<file path="config.mk">
export PLATFORM = sky130hd
export DESIGN_NAME = shift_register_flat
export DESIGN_NICKNAME = d
export VERILOG_FILES = /design/src/rtl/shift_register_pkg.sv /design/src/rtl/shift_register_if.sv /design/src/rtl/shift_register_cla_adder.sv /design/src/rtl/shift_register.sv /design/src/flat_wrapper.sv
export SDC_FILE = /design/constraint.sdc
export NUM_CORES = 1
export LEC_CHECK = 0
export ABC_CLOCK_PERIOD_IN_PS = 2000
export BUFFER_PORTS_ARGS = -buffer_cell sky130_fd_sc_hd__buf_2
export CORE_MARGIN = 4
export CORE_UTILIZATION = 50
export DETAILED_ROUTE_END_ITERATION = 8
export PLACE_DENSITY = 0.85
export SLEW_MARGIN = 40
export SYNTH_ARGS = -nofsm -noshare
export SYNTH_HDL_FRONTEND = slang
export SYNTH_SLANG_ARGS = --single-unit
</file>
<file path="constraint.sdc">
create_clock -name clk -period 2 [get_ports clk]
set_input_delay 0.2 -clock clk [delete_from_list [all_inputs] [get_ports clk]]
set_output_delay 0.2 -clock clk [all_outputs]
set_load 0.01 [all_outputs]
</file>
<file path="src/rtl/shift_register_pkg.sv">
// Shared constants for the PC shift register and its datapath helpers.
package sr_pkg;

  localparam int unsigned XLEN    = 64;
  localparam int unsigned PC_STEP = 4;

  // Shift direction encodings
  localparam logic SHIFT_LEFT  = 1'b0;
  localparam logic SHIFT_RIGHT = 1'b1;

endpackage : sr_pkg

</file>
<file path="src/rtl/shift_register_if.sv">
// Control/data bundle of the shift register; q_next_inc exists only with SR_INCR_EN.
interface shift_register_if
  import sr_pkg::*;
#(
  parameter int unsigned N = XLEN
);

  logic         serial_in;
  logic         direction;
  logic         shift_en;
  logic [N-1:0] par_in;
  logic [N-1:0] q;
`ifdef SR_INCR_EN
  logic [N-1:0] q_next_inc;
`endif

`ifdef SR_INCR_EN
  modport master (
    output serial_in, direction, shift_en, par_in,
    input  q, q_next_inc
  );

  modport slave (
    input  serial_in, direction, shift_en, par_in,
    output q, q_next_inc
  );
`else
  modport master (
    output serial_in, direction, shift_en, par_in,
    input  q
  );

  modport slave (
    input  serial_in, direction, shift_en, par_in,
    output q
  );
`endif

endinterface : shift_register_if

</file>
<file path="src/rtl/shift_register_cla_adder.sv">
// N-bit carry-lookahead adder: 4-bit groups with generate/propagate terms,
// group carries resolved by a lookahead chain; the top group may be narrower.
module cla_adder #(
  parameter int unsigned N = 64
) (
  input  logic [N-1:0] a,
  input  logic [N-1:0] b,
  output logic [N-1:0] sum,
  output logic         cout
);

  localparam int unsigned NG = (N + 3) / 4;

  logic [N-1:0]  g;
  logic [N-1:0]  p;
  logic [N-1:0]  c;
  logic [NG-1:0] grp_g;
  logic [NG-1:0] grp_p;
  logic [NG:0]   grp_c;

  // Bit-level generate/propagate
  assign g = a & b;
  assign p = a ^ b;

  // Group generate/propagate, clipped at bit N-1 for the top group
  always_comb begin
    grp_g = '0;
    grp_p = '0;
    for (int k = 0; k < int'(NG); k++) begin
      grp_g[k] = 1'b0;
      grp_p[k] = 1'b1;
      for (int j = 0; j < 4; j++) begin
        if (4 * k + j < int'(N)) begin
          grp_g[k] = g[4*k+j] | (p[4*k+j] & grp_g[k]);
          grp_p[k] = grp_p[k] & p[4*k+j];
        end
      end
    end
  end

  // Lookahead unit producing the carry into each group
  always_comb begin
    grp_c    = '0;
    grp_c[0] = 1'b0;
    for (int k = 0; k < int'(NG); k++) begin
      grp_c[k+1] = grp_g[k] | (grp_p[k] & grp_c[k]);
    end
  end

  // Carries inside each group start from the lookahead group carry
  always_comb begin
    c = '0;
    for (int i = 0; i < int'(N); i++) begin
      if (i % 4 == 0) begin
        c[i] = grp_c[i/4];
      end else begin
        c[i] = g[i-1] | (p[i-1] & c[i-1]);
      end
    end
  end

  assign sum  = p ^ c;
  assign cout = grp_c[NG];

endmodule : cla_adder

</file>
<file path="src/rtl/shift_register.sv">
// PC state register: synchronous reset, parallel load, bidirectional serial shift.
// Build option SR_INCR_EN adds a combinational q + STEP output (q_next_inc).
module shift_register
  import sr_pkg::*;
#(
  parameter int unsigned N    = XLEN,
  parameter int unsigned STEP = PC_STEP
) (
  input logic             clk,
  input logic             reset,
  shift_register_if.slave sr
);

  logic [N-1:0] q_r;

  // Register update: reset beats shift, shift beats load
  always_ff @(posedge clk) begin
    if (reset) begin
      q_r <= '0;
    end else if (sr.shift_en) begin
      if (sr.direction == SHIFT_LEFT) begin
        q_r <= {q_r[N-2:0], sr.serial_in};
      end else begin
        q_r <= {sr.serial_in, q_r[N-1:1]};
      end
    end else begin
      q_r <= sr.par_in;
    end
  end

  assign sr.q = q_r;

`ifdef SR_INCR_EN
  logic inc_cout_unused;

  // Local PC incrementer, carry-out dropped so the result wraps modulo 2^N
  cla_adder #(
    .N (N)
  ) u_inc (
    .a    (q_r),
    .b    (N'(STEP)),
    .sum  (sr.q_next_inc),
    .cout (inc_cout_unused)
  );
`endif

endmodule : shift_register

</file>
<file path="src/flat_wrapper.sv">
// flat-port wrapper written by rule: the top's interface ports become plain ports
module shift_register_flat import sr_pkg::*;
#(
  parameter int unsigned N    = XLEN,
  parameter int unsigned STEP = PC_STEP
)
  (clk, reset, sr_serial_in, sr_direction, sr_shift_en, sr_par_in, sr_q);
  shift_register_if #(.N(N)) sr_i ();
  input logic clk;
  input logic reset;
  input wire logic [$bits(sr_i.serial_in)-1:0] sr_serial_in;
  input wire logic [$bits(sr_i.direction)-1:0] sr_direction;
  input wire logic [$bits(sr_i.shift_en)-1:0] sr_shift_en;
  input wire logic [$bits(sr_i.par_in)-1:0] sr_par_in;
  output wire logic [$bits(sr_i.q)-1:0] sr_q;
  assign sr_i.serial_in = sr_serial_in;
  assign sr_i.direction = sr_direction;
  assign sr_i.shift_en = sr_shift_en;
  assign sr_i.par_in = sr_par_in;
  assign sr_q = sr_i.q;
  shift_register #(.N(N), .STEP(STEP)) u_core (.clk(clk), .reset(reset), .sr(sr_i));
endmodule
</file>
==> Word-level counts from Yosys, hierarchy flattened <==
Index checks and enable logic that the tools add are counted.
{ "classes": {"reduce_logical": 0, "n_mul": 0, "mux": 2, "n_eq_ne": 0, "bitwise_logic": 0, "n_addsub": 0, "order_cmp": 0, "shifts": 0, "div_mod_pow": 0} }
{ "op_table": {"columns": ["cell", "n"], "rows": [
  ["64-bit two-way mux", 2]
]} }
{ "totals": {"inputBits": 69, "mem_bits_rw": 0, "word_cells": 3, "n_memories": 0, "output_inout_bits": 64, "ff_bits": 64, "latch_bits": 0, "mem_bits_ro": 0} }

==> Longest topological paths before layout <==
Gate-level depths: netlist of the first run.
{ "depth": {"ltp_word": 2, "depth_mapped": 4, "ltp_nobuf": 2} }

==> Least setup slack after synthesis of the first run <==
No wires, ideal clock.
{ "synth_timing": {"path_kind": "in2reg", "start": "input reset", "end": "register u_core.q_r[41] (netlist: u_core.sr.q[41])", "required_ns": 1.862, "path_slack_ns": 1.065, "path_buffers": 2, "arrival_ns": 0.798, "setup_time_ns": 0.138, "path_stages": 3, "cell_sequence": "clkbuf_1 -> clkbuf_1 -> a211oi_1"} }
{ "synth_rtl": {"columns": ["item", "line", "source"], "rows": [
  ["start: declaration", "flat_wrapper.sv:10", "input logic reset;"],
  ["end signal: assignment", "shift_register.sv:22", "q_r <= {q_r[N-2:0], sr.serial_in};"],
  ["end signal: assignment", "shift_register.sv:24", "q_r <= {sr.serial_in, q_r[N-1:1]};"],
  ["end signal: assignment", "shift_register.sv:27", "q_r <= sr.par_in;"],
  ["end: declaration", "shift_register.sv:14", "logic [N-1:0] q_r;"]
]} }
No word-level cell between the ends.

==> Worst setup path after layout of the first run <==
{ "layout_timing": {"start": "register u_core.q_r[62] (netlist: u_core.sr.q[62])", "end": "output sr_q[62]"} }
{ "layout_rtl": {"columns": ["item", "line", "source"], "rows": [
  ["end: declaration", "flat_wrapper.sv:15", "output wire logic [$bits(sr_i.q)-1:0] sr_q;"]
]} }
No word-level cell between the ends.

==> results summary, run 1 <==
The start of the worst register-to-register path is u_core.sr.q[30]. The via count of the first global-routing pass came to 2472. The first global-routing pass estimated 11600 um of wire. The path with the worst hold slack has its endpoint at u_core.sr.q[14].

Together, buffers and inverters on the worst path number 1. The signal on the critical path passes through buf_2. The die extent in y came out at 83.3 um.

The total core area came out at 5510 um^2. The area added between synthesis and finish came out at 30.4%. The startpoint kind of the worst setup timing path is a register. The number of hold violations in the final report is 0. The arrival time at the worst endpoint is 0.87 ns. The final-report max-slew violation count came out at 0. The run finished with clean final reports.

The filler cell count came out at 443. The footprint of the flip-flops and latches came out at 1280 um^2. Across the routed clock network, the largest skew measured is 0.00629 ns.

The worst slack at placement is 0.803 ns. The synthesized netlist devotes 0% of its cell area to XOR and XNOR gates. The register area share after synthesis came out at 45.2%. The total congestion overflow after global routing is 0. The root cell of the clock tree is sky130_fd_sc_hd__clkbuf_8. Multiplexer cells account for 22.6% of the synthesized area. The clock tree buffer depth came out at 2.

The clock period minus worst slack came out at 1.07 ns. The post-synthesis share of cell area spent on full adders, half adders and majority gates is 0%. Of the total synthesized cell area, the portion taken by AND, OR, NAND and NOR gates is 8.48%.

In this run the remaining antenna-violating nets after routing total 0. STA classifies the critical path endpoint as a primary output. The clock sink count came out at 64. The share of final-layout standard cells stronger than drive strength 1 came out at 37.0%. The placement row count is 27. The synthesis warning total came out at 0. The clock slew seen by the registers of the worst setup and hold paths came out at 0.07 ns. The CTS H-tree depth is 3. In this run the most critical hold path is launched from sr_par_in[14]. The register-to-register setup slack came out at 1.17 ns. The first-pass detailed-route iteration total is 4.

The total I/O pin count came out at 133. The total routed wirelength is 7050 um. Across the run, the number of max-cap violations was 0. The worst hold path stage count is 3.

The quantity of hold-fixing buffers added after cts came out at 0. The average detailed-routed wire length per instance came out at 14.7 um. The classification of the worst setup path is reg -> out. The flip-flop count of the largest register after layout is 64. Setup repair after global routing left no endpoint under its margin. The HPWL after detailed placement is 4980 um.

During placement, the flow inserted port buffers numbering 132. The relative max-transition margin came out at 66.8%. The number of stages on the worst setup path is 1. The clock latency reported for the late side of the worst-skew pair is 0.33 ns. The placer's final routability congestion estimate is 0.753. Summing the areas of all compound-gate instances in the mapped netlist gives 17.0% of the synthesized area. In the routed design, unresolved DRC markers number 0. The via density per instance is 5.33. The transition at the pin with the smallest max-transition slack came out at 0.498 ns.

The post-route fraction of the period consumed by the critical path is 53.7%. The design draws 3.16 mW. The count of distinct cell types in the synthesized netlist came out at 9. The number of violations reported at the end of detailed-routing iteration 0 is 91. Post-CTS repair changed the size of 0 cells. The net total in the final layout came out at 473.

The final route contains 2560 vias. The initial antenna violation count came out at 0. The total nets after synthesis came out at 353. The post-route worst setup slack is 0.925 ns. The overall track demand over capacity in global routing came out at 20.1%.

The CTS buffer count is 9. In this run the post-CTS setup repair buffer count came out at 0. Synthesis inferred 64 register bits. For the worst flop-to-flop path, the logic depth is 2. The capture point of the worst reg-to-reg path is u_core.sr.q[29]. The final setup TNS came out at 0 ns.

The die outline width came out at 83.3 um. The mean instance size in the synthesized netlist is 9.97 um^2. Along the worst path, the maximum fanout reaches 3. The multi-input logic area is 1360 um^2. In this run the power density over the cells is 855 nW/um^2. TritonCTS built the clock tree. The number of standard cells after synthesis is 284. The worst voltage drop across the vdd grid came out at 0.559 mV. The kind of cell with the highest combined delay along the critical path is flip-flops. Setup violations remaining at the end of the flow were counted as 0. The antenna diode instance count is 0. The maximum clock frequency is 0.930 GHz. The static power due to leakage is 1.82 nW. The delay of the slowest cell on the worst path is 0.39 ns.

The post-synthesis instance area came out at 2830 um^2. After synthesis, the largest family of logic cells by area is multiplexers. The area of the die is 6930 um^2. The endpoint required time on the critical path came out at 1.80 ns. The slowest library cell on the worst path is sky130_fd_sc_hd__dfxtp_1.

The effective utilization at floorplan came out at 51.4%. Entering global routing, the biggest net connects 129 pins. The tightest min-delay check is of the in -> reg type.
## kinds of logic (layout without fill, tap and decap cells)
family          count (synthesis)  after routing
flops                          64             64
compound gates                 64             64
mux                            64             64
buf+inv                        28            152
simple gates                   64             64
## worst max path at each step
stage                         start               to  slack [ns]
floorplan                     reset  u_core.sr.q[41]        1.06
global placement              reset  u_core.sr.q[11]        0.83
detailed placement      sr_shift_en  u_core.sr.q[39]        0.80
CTS                 u_core.sr.q[62]         sr_q[62]        0.91
global route         u_core.sr.q[2]          sr_q[2]        0.89
finish              u_core.sr.q[62]         sr_q[62]        0.93
## report_power, final
group          leakage [nW]  switching (mW)  internal, mW
Clock                 0.112           0.448         0.762
Combinational          1.17           0.259         0.239
Sequential            0.533          0.0780          1.37
Total                  1.82           0.785          2.37
## stage by stage
| step | utilization (%) | instances | hold slack, ns | instance area (um^2) |
|---|---|---|---|---|
| after global routing | 67.1 | 480 | 0.133 | 3690 |
| after floorplan | - | 284 | 0.372 | 2830 |
| after global placement | 63.1 | 465 | 0.475 | 3470 |
| after detailed placement | 63.1 | 465 | 0.483 | 3470 |
| final | 67.1 | 480 | 0.139 | 3690 |
| after CTS | 67.1 | 480 | 0.126 | 3690 |
## cell usage after synthesis
| cell type | n | area share [%] |
|---|---|---|
| sky130_fd_sc_hd__clkbuf_1 | 11 | 1.5 |
| sky130_fd_sc_hd__buf_8 | 6 | 3.2 |
| sky130_fd_sc_hd__buf_2 | 8 | 1.4 |
| sky130_fd_sc_hd__buf_1 | 2 | 0.27 |
| sky130_fd_sc_hd__a211oi_1 | 64 | 17 |
| sky130_fd_sc_hd__dfxtp_1 | 64 | 45 |
| sky130_fd_sc_hd__mux2i_1 | 64 | 23 |
| sky130_fd_sc_hd__buf_6 | 1 | 0.40 |
| sky130_fd_sc_hd__nor2_1 | 64 | 8.5 |
## per-layer routing
metal,vias up,GRT usage (%),wire length [um]
met2,110,30.6,3090
li1,1274,-,-
met4,0,8.32,97
met5,-,0,0
met1,1168,26.6,3280
met3,8,5.75,579
## area by class of cell
| class | instances | area share (%) |
|---|---|---|
| clock inverters | 3 | 1.76 |
| well taps | 72 | 2.44 |
| clock buffers | 12 | 4.20 |
| repair buffers | 137 | 20.1 |
| multi-input cells | 192 | 36.9 |
| flip-flops and latches | 64 | 34.7 |
## cells in the final DEF (no fill, tap or decap)
master,n
sky130_fd_sc_hd__buf_2,130
sky130_fd_sc_hd__mux2i_1,64
sky130_fd_sc_hd__nor2_1,64
sky130_fd_sc_hd__a211oi_1,64
sky130_fd_sc_hd__dfxtp_1,64
sky130_fd_sc_hd__clkbuf_8,11
sky130_fd_sc_hd__buf_4,4
sky130_fd_sc_hd__buf_12,3
sky130_fd_sc_hd__bufinv_16,2
sky130_fd_sc_hd__clkinv_2,1
sky130_fd_sc_hd__clkbuf_1,1
Power figures use the tool's default switching activity.
==> run 2, diff against run 1 <==
--- a/config.mk
+++ b/config.mk
@@ -5,12 +5,12 @@
 export SDC_FILE = /design/constraint.sdc
 export NUM_CORES = 1
 export LEC_CHECK = 0
-export ABC_CLOCK_PERIOD_IN_PS = 2000
+export ABC_CLOCK_PERIOD_IN_PS = 900
 export BUFFER_PORTS_ARGS = -buffer_cell sky130_fd_sc_hd__buf_2
 export CORE_MARGIN = 4
-export CORE_UTILIZATION = 50
+export CORE_UTILIZATION = 42
 export DETAILED_ROUTE_END_ITERATION = 8
-export PLACE_DENSITY = 0.85
+export PLACE_DENSITY = 0.76
 export SLEW_MARGIN = 40
 export SYNTH_ARGS = -nofsm -noshare
 export SYNTH_HDL_FRONTEND = slang
==> constraint.sdc (replaced) <==
create_clock -name clk -period 0.9 [get_ports clk]
set_input_delay 0.09 -clock clk [delete_from_list [all_inputs] [get_ports clk]]
set_output_delay 0.09 -clock clk [all_outputs]
set_load 0.01 [all_outputs]
==> run 2 against run 1 <==
Effect of this change: register-to-register slack got worse by 1.2 ns; critical path depth increased by 2; cell count increased by 12%; worst hold slack got worse by 0.12 ns; highest routed layer unchanged; global-route usage decreased by 0.14 points; combinational power increased to 3.4 times the previous value.
==> results summary, run 2 (same netlist as run 1, synthesis figures left out) <==
After clock tree synthesis, the clock-pin slew on the worst setup and hold paths is 0.07 ns. The total routed wirelength is 8690 um. The die covers 8120 um^2. The quantity of hold-fixing buffers added after cts came out at 0.

The global-route wire length before repair came out at 13300 um. The post-route worst setup slack is 0.0113 ns. The maximum number of pins on one net before global-route repair is 41. The first-pass detailed-route iteration total is 4. The highest net fanout along the worst path is 2. In this run the static leakage power is 2.18 nW. Of the cells placed in the final design, the portion with a size suffix greater than 1 is 61.3%.

Once the floorplan was initialized, standard cells occupied 43.9% of the core. Measured along the x axis, the die boundary spans 90.1 um. The setup check on the worst reg-to-reg path leaves a slack of 0.01 ns. The CTS buffer count is 9. By startpoint and endpoint, the worst setup path is classified as reg -> reg. At the worst endpoint, the required time is 1.13 ns. Setup repair after global routing could not meet its margin everywhere. The number of cells in the design after placement came out at 479. The overall track demand over capacity in global routing is 19.9%. The final-report max-slew violation count was 0. Data arrives at the worst endpoint at 1.12 ns. The net total in the final layout came out at 526. The element type at the critical path end is a register. The top cell types in the final layout, fill and taps aside, are 81 x sky130_fd_sc_hd__buf_2, 64 x sky130_fd_sc_hd__nor2_1, 63 x sky130_fd_sc_hd__dfxtp_2. The total core area came out at 6460 um^2.

The startpoint kind of the worst setup timing path is a register. Summed over all failing endpoints, the final setup total negative slack is 0 ns. The detailed-placement wirelength estimate came out at 5350 um. For this run, design rule violations remaining after detail routing come to 0. Port buffering added 132 buffers.

The via density per instance is 5.19. The clock period minus worst slack is 0.889 ns. For this run, the top clock speed supported by timing is 1.13 GHz. The relative max-transition margin is 80.3%. The CTS H-tree depth is 3.

The routed layout has 2796 vias. The flip-flop count of the largest register after layout came out at 64. TritonCTS built the clock tree.

The number of nets with antenna violations after detailed routing came out at 0. In the final routed layout, each cell accounts on average for 16.1 um. The total congestion overflow after global routing is 0. The final non-filler cell total came out at 539. The number of violations reported at the end of detailed-routing iteration 0 came out at 60. Timing analysis after detailed placement gives a worst setup slack of -0.0259 ns. The initial antenna violation count came to 0. The multi-input logic area came out at 1430 um^2. Max-cap violations in this run came to 0. The clock sink count is 64. The footprint of the flip-flops and latches is 1360 um^2. The via count of the first global-routing pass came to 2870. The most common cell after layout, fill and taps aside is sky130_fd_sc_hd__buf_2. The die extent in y came out at 90.1 um. The clock latency reported for the late side of the worst-skew pair is 0.32 ns. The number of hold violations in the final report is 0. The total of endpoints with negative setup slack in the final report came out at 0.

The flow ran to the end, and the final reports show no timing, DRC or antenna violations. In the finished design, the share of the clock period the worst path needs comes to 98.7%. The placer's final routability congestion estimate came out at 0.753.

The worst voltage drop across the vdd grid came out at 0.960 mV. The root cell of the clock tree is sky130_fd_sc_hd__clkbuf_8. The floorplan has 29 rows. The maximum clock skew at final layout is 0.0108 ns. The instance area after placement is 3610 um^2. The clock tree buffer depth came out at 2. The worst hold-check path type is in -> reg. The total I/O pin count came out at 133. At the pin with the least slew margin, the transition time is 0.296 ns.

The area added between synthesis and finish came out at 61.9%. The total power consumption of the routed design is 7.23 mW. The antenna diode instance count came out at 0. The area of all placed cells without fillers is 4590 um^2.

In this run the power density over the cells is 1580 nW/um^2. The filler cell count came out at 474.
[run 2: changes by cell type in the layout (fill, tap and decap cells not counted), moves of 2 or more]
cell	previous run	this run
sky130_fd_sc_hd__a211oi_1	64	51
sky130_fd_sc_hd__buf_12	3	8
sky130_fd_sc_hd__buf_2	130	81
sky130_fd_sc_hd__bufinv_16	2	0
sky130_fd_sc_hd__dfxtp_1	64	0
sky130_fd_sc_hd__buf_4	4	52
sky130_fd_sc_hd__mux2i_1	64	62
sky130_fd_sc_hd__mux2i_2	0	2
sky130_fd_sc_hd__buf_6	0	49
sky130_fd_sc_hd__a211oi_2	0	13
sky130_fd_sc_hd__dfxtp_2	0	63
[run 2: metal layers]
metal,GRT usage (%),routed length (um),vias to the layer above
li1,-,-,1379
met1,25.0,3650,1298
met2,32.4,4210,104
met3,5.84,656,15
met4,7.65,172,0
met5,0,0,-
[run 2: report_power, final]
group          leakage [nW]  switching (mW)  internal, mW
Sequential            0.551           0.172          3.09
Combinational          1.54           0.729         0.947
Clock                0.0927            1.06          1.23
[run 2: path summary, 6_finish.rpt]
check                  startpoint              end  cells past startpoint
setup / recovery  u_core.sr.q[15]  u_core.sr.q[14]                      3
hold reg to reg   u_core.sr.q[42]  u_core.sr.q[41]                      2
hold / removal      sr_par_in[56]  u_core.sr.q[56]                      3
setup reg to reg  u_core.sr.q[15]  u_core.sr.q[14]                      3
[run 2: per-stage QoR]
step                utilization, %  hold WS [ns]
finish                        71.0        0.0183
CTS                           65.9       0.00623
global route                  71.0        0.0246
global placement              55.9         0.366
detailed placement            55.9         0.371
floorplan                        -         0.262
[run 2: timing repair]
item | in CTS | in global routing
gates resized for setup | 79 | 50
pin swaps | 0 | 6
setup endpoints to repair | 64 | 59
setup buffers | 38 | 6
[run 2: cell type report]
| class | count | area share (%) |
|---|---|---|
| Clock inverter | 2 | 0.273 |
| Timing Repair Buffer | 190 | 32.9 |
| Sequential cell | 64 | 29.7 |
| Multi-Input combinational cell | 192 | 31.3 |
| Clock buffer | 14 | 3.76 |
| Tap cell | 77 | 2.10 |
[run 2: critical path: stages (launching register included)]
cell,delay [ns]
sky130_fd_sc_hd__dfxtp_2,0.35
sky130_fd_sc_hd__buf_4,0.12
sky130_fd_sc_hd__mux2i_1,0.07
sky130_fd_sc_hd__a211oi_1,0.26
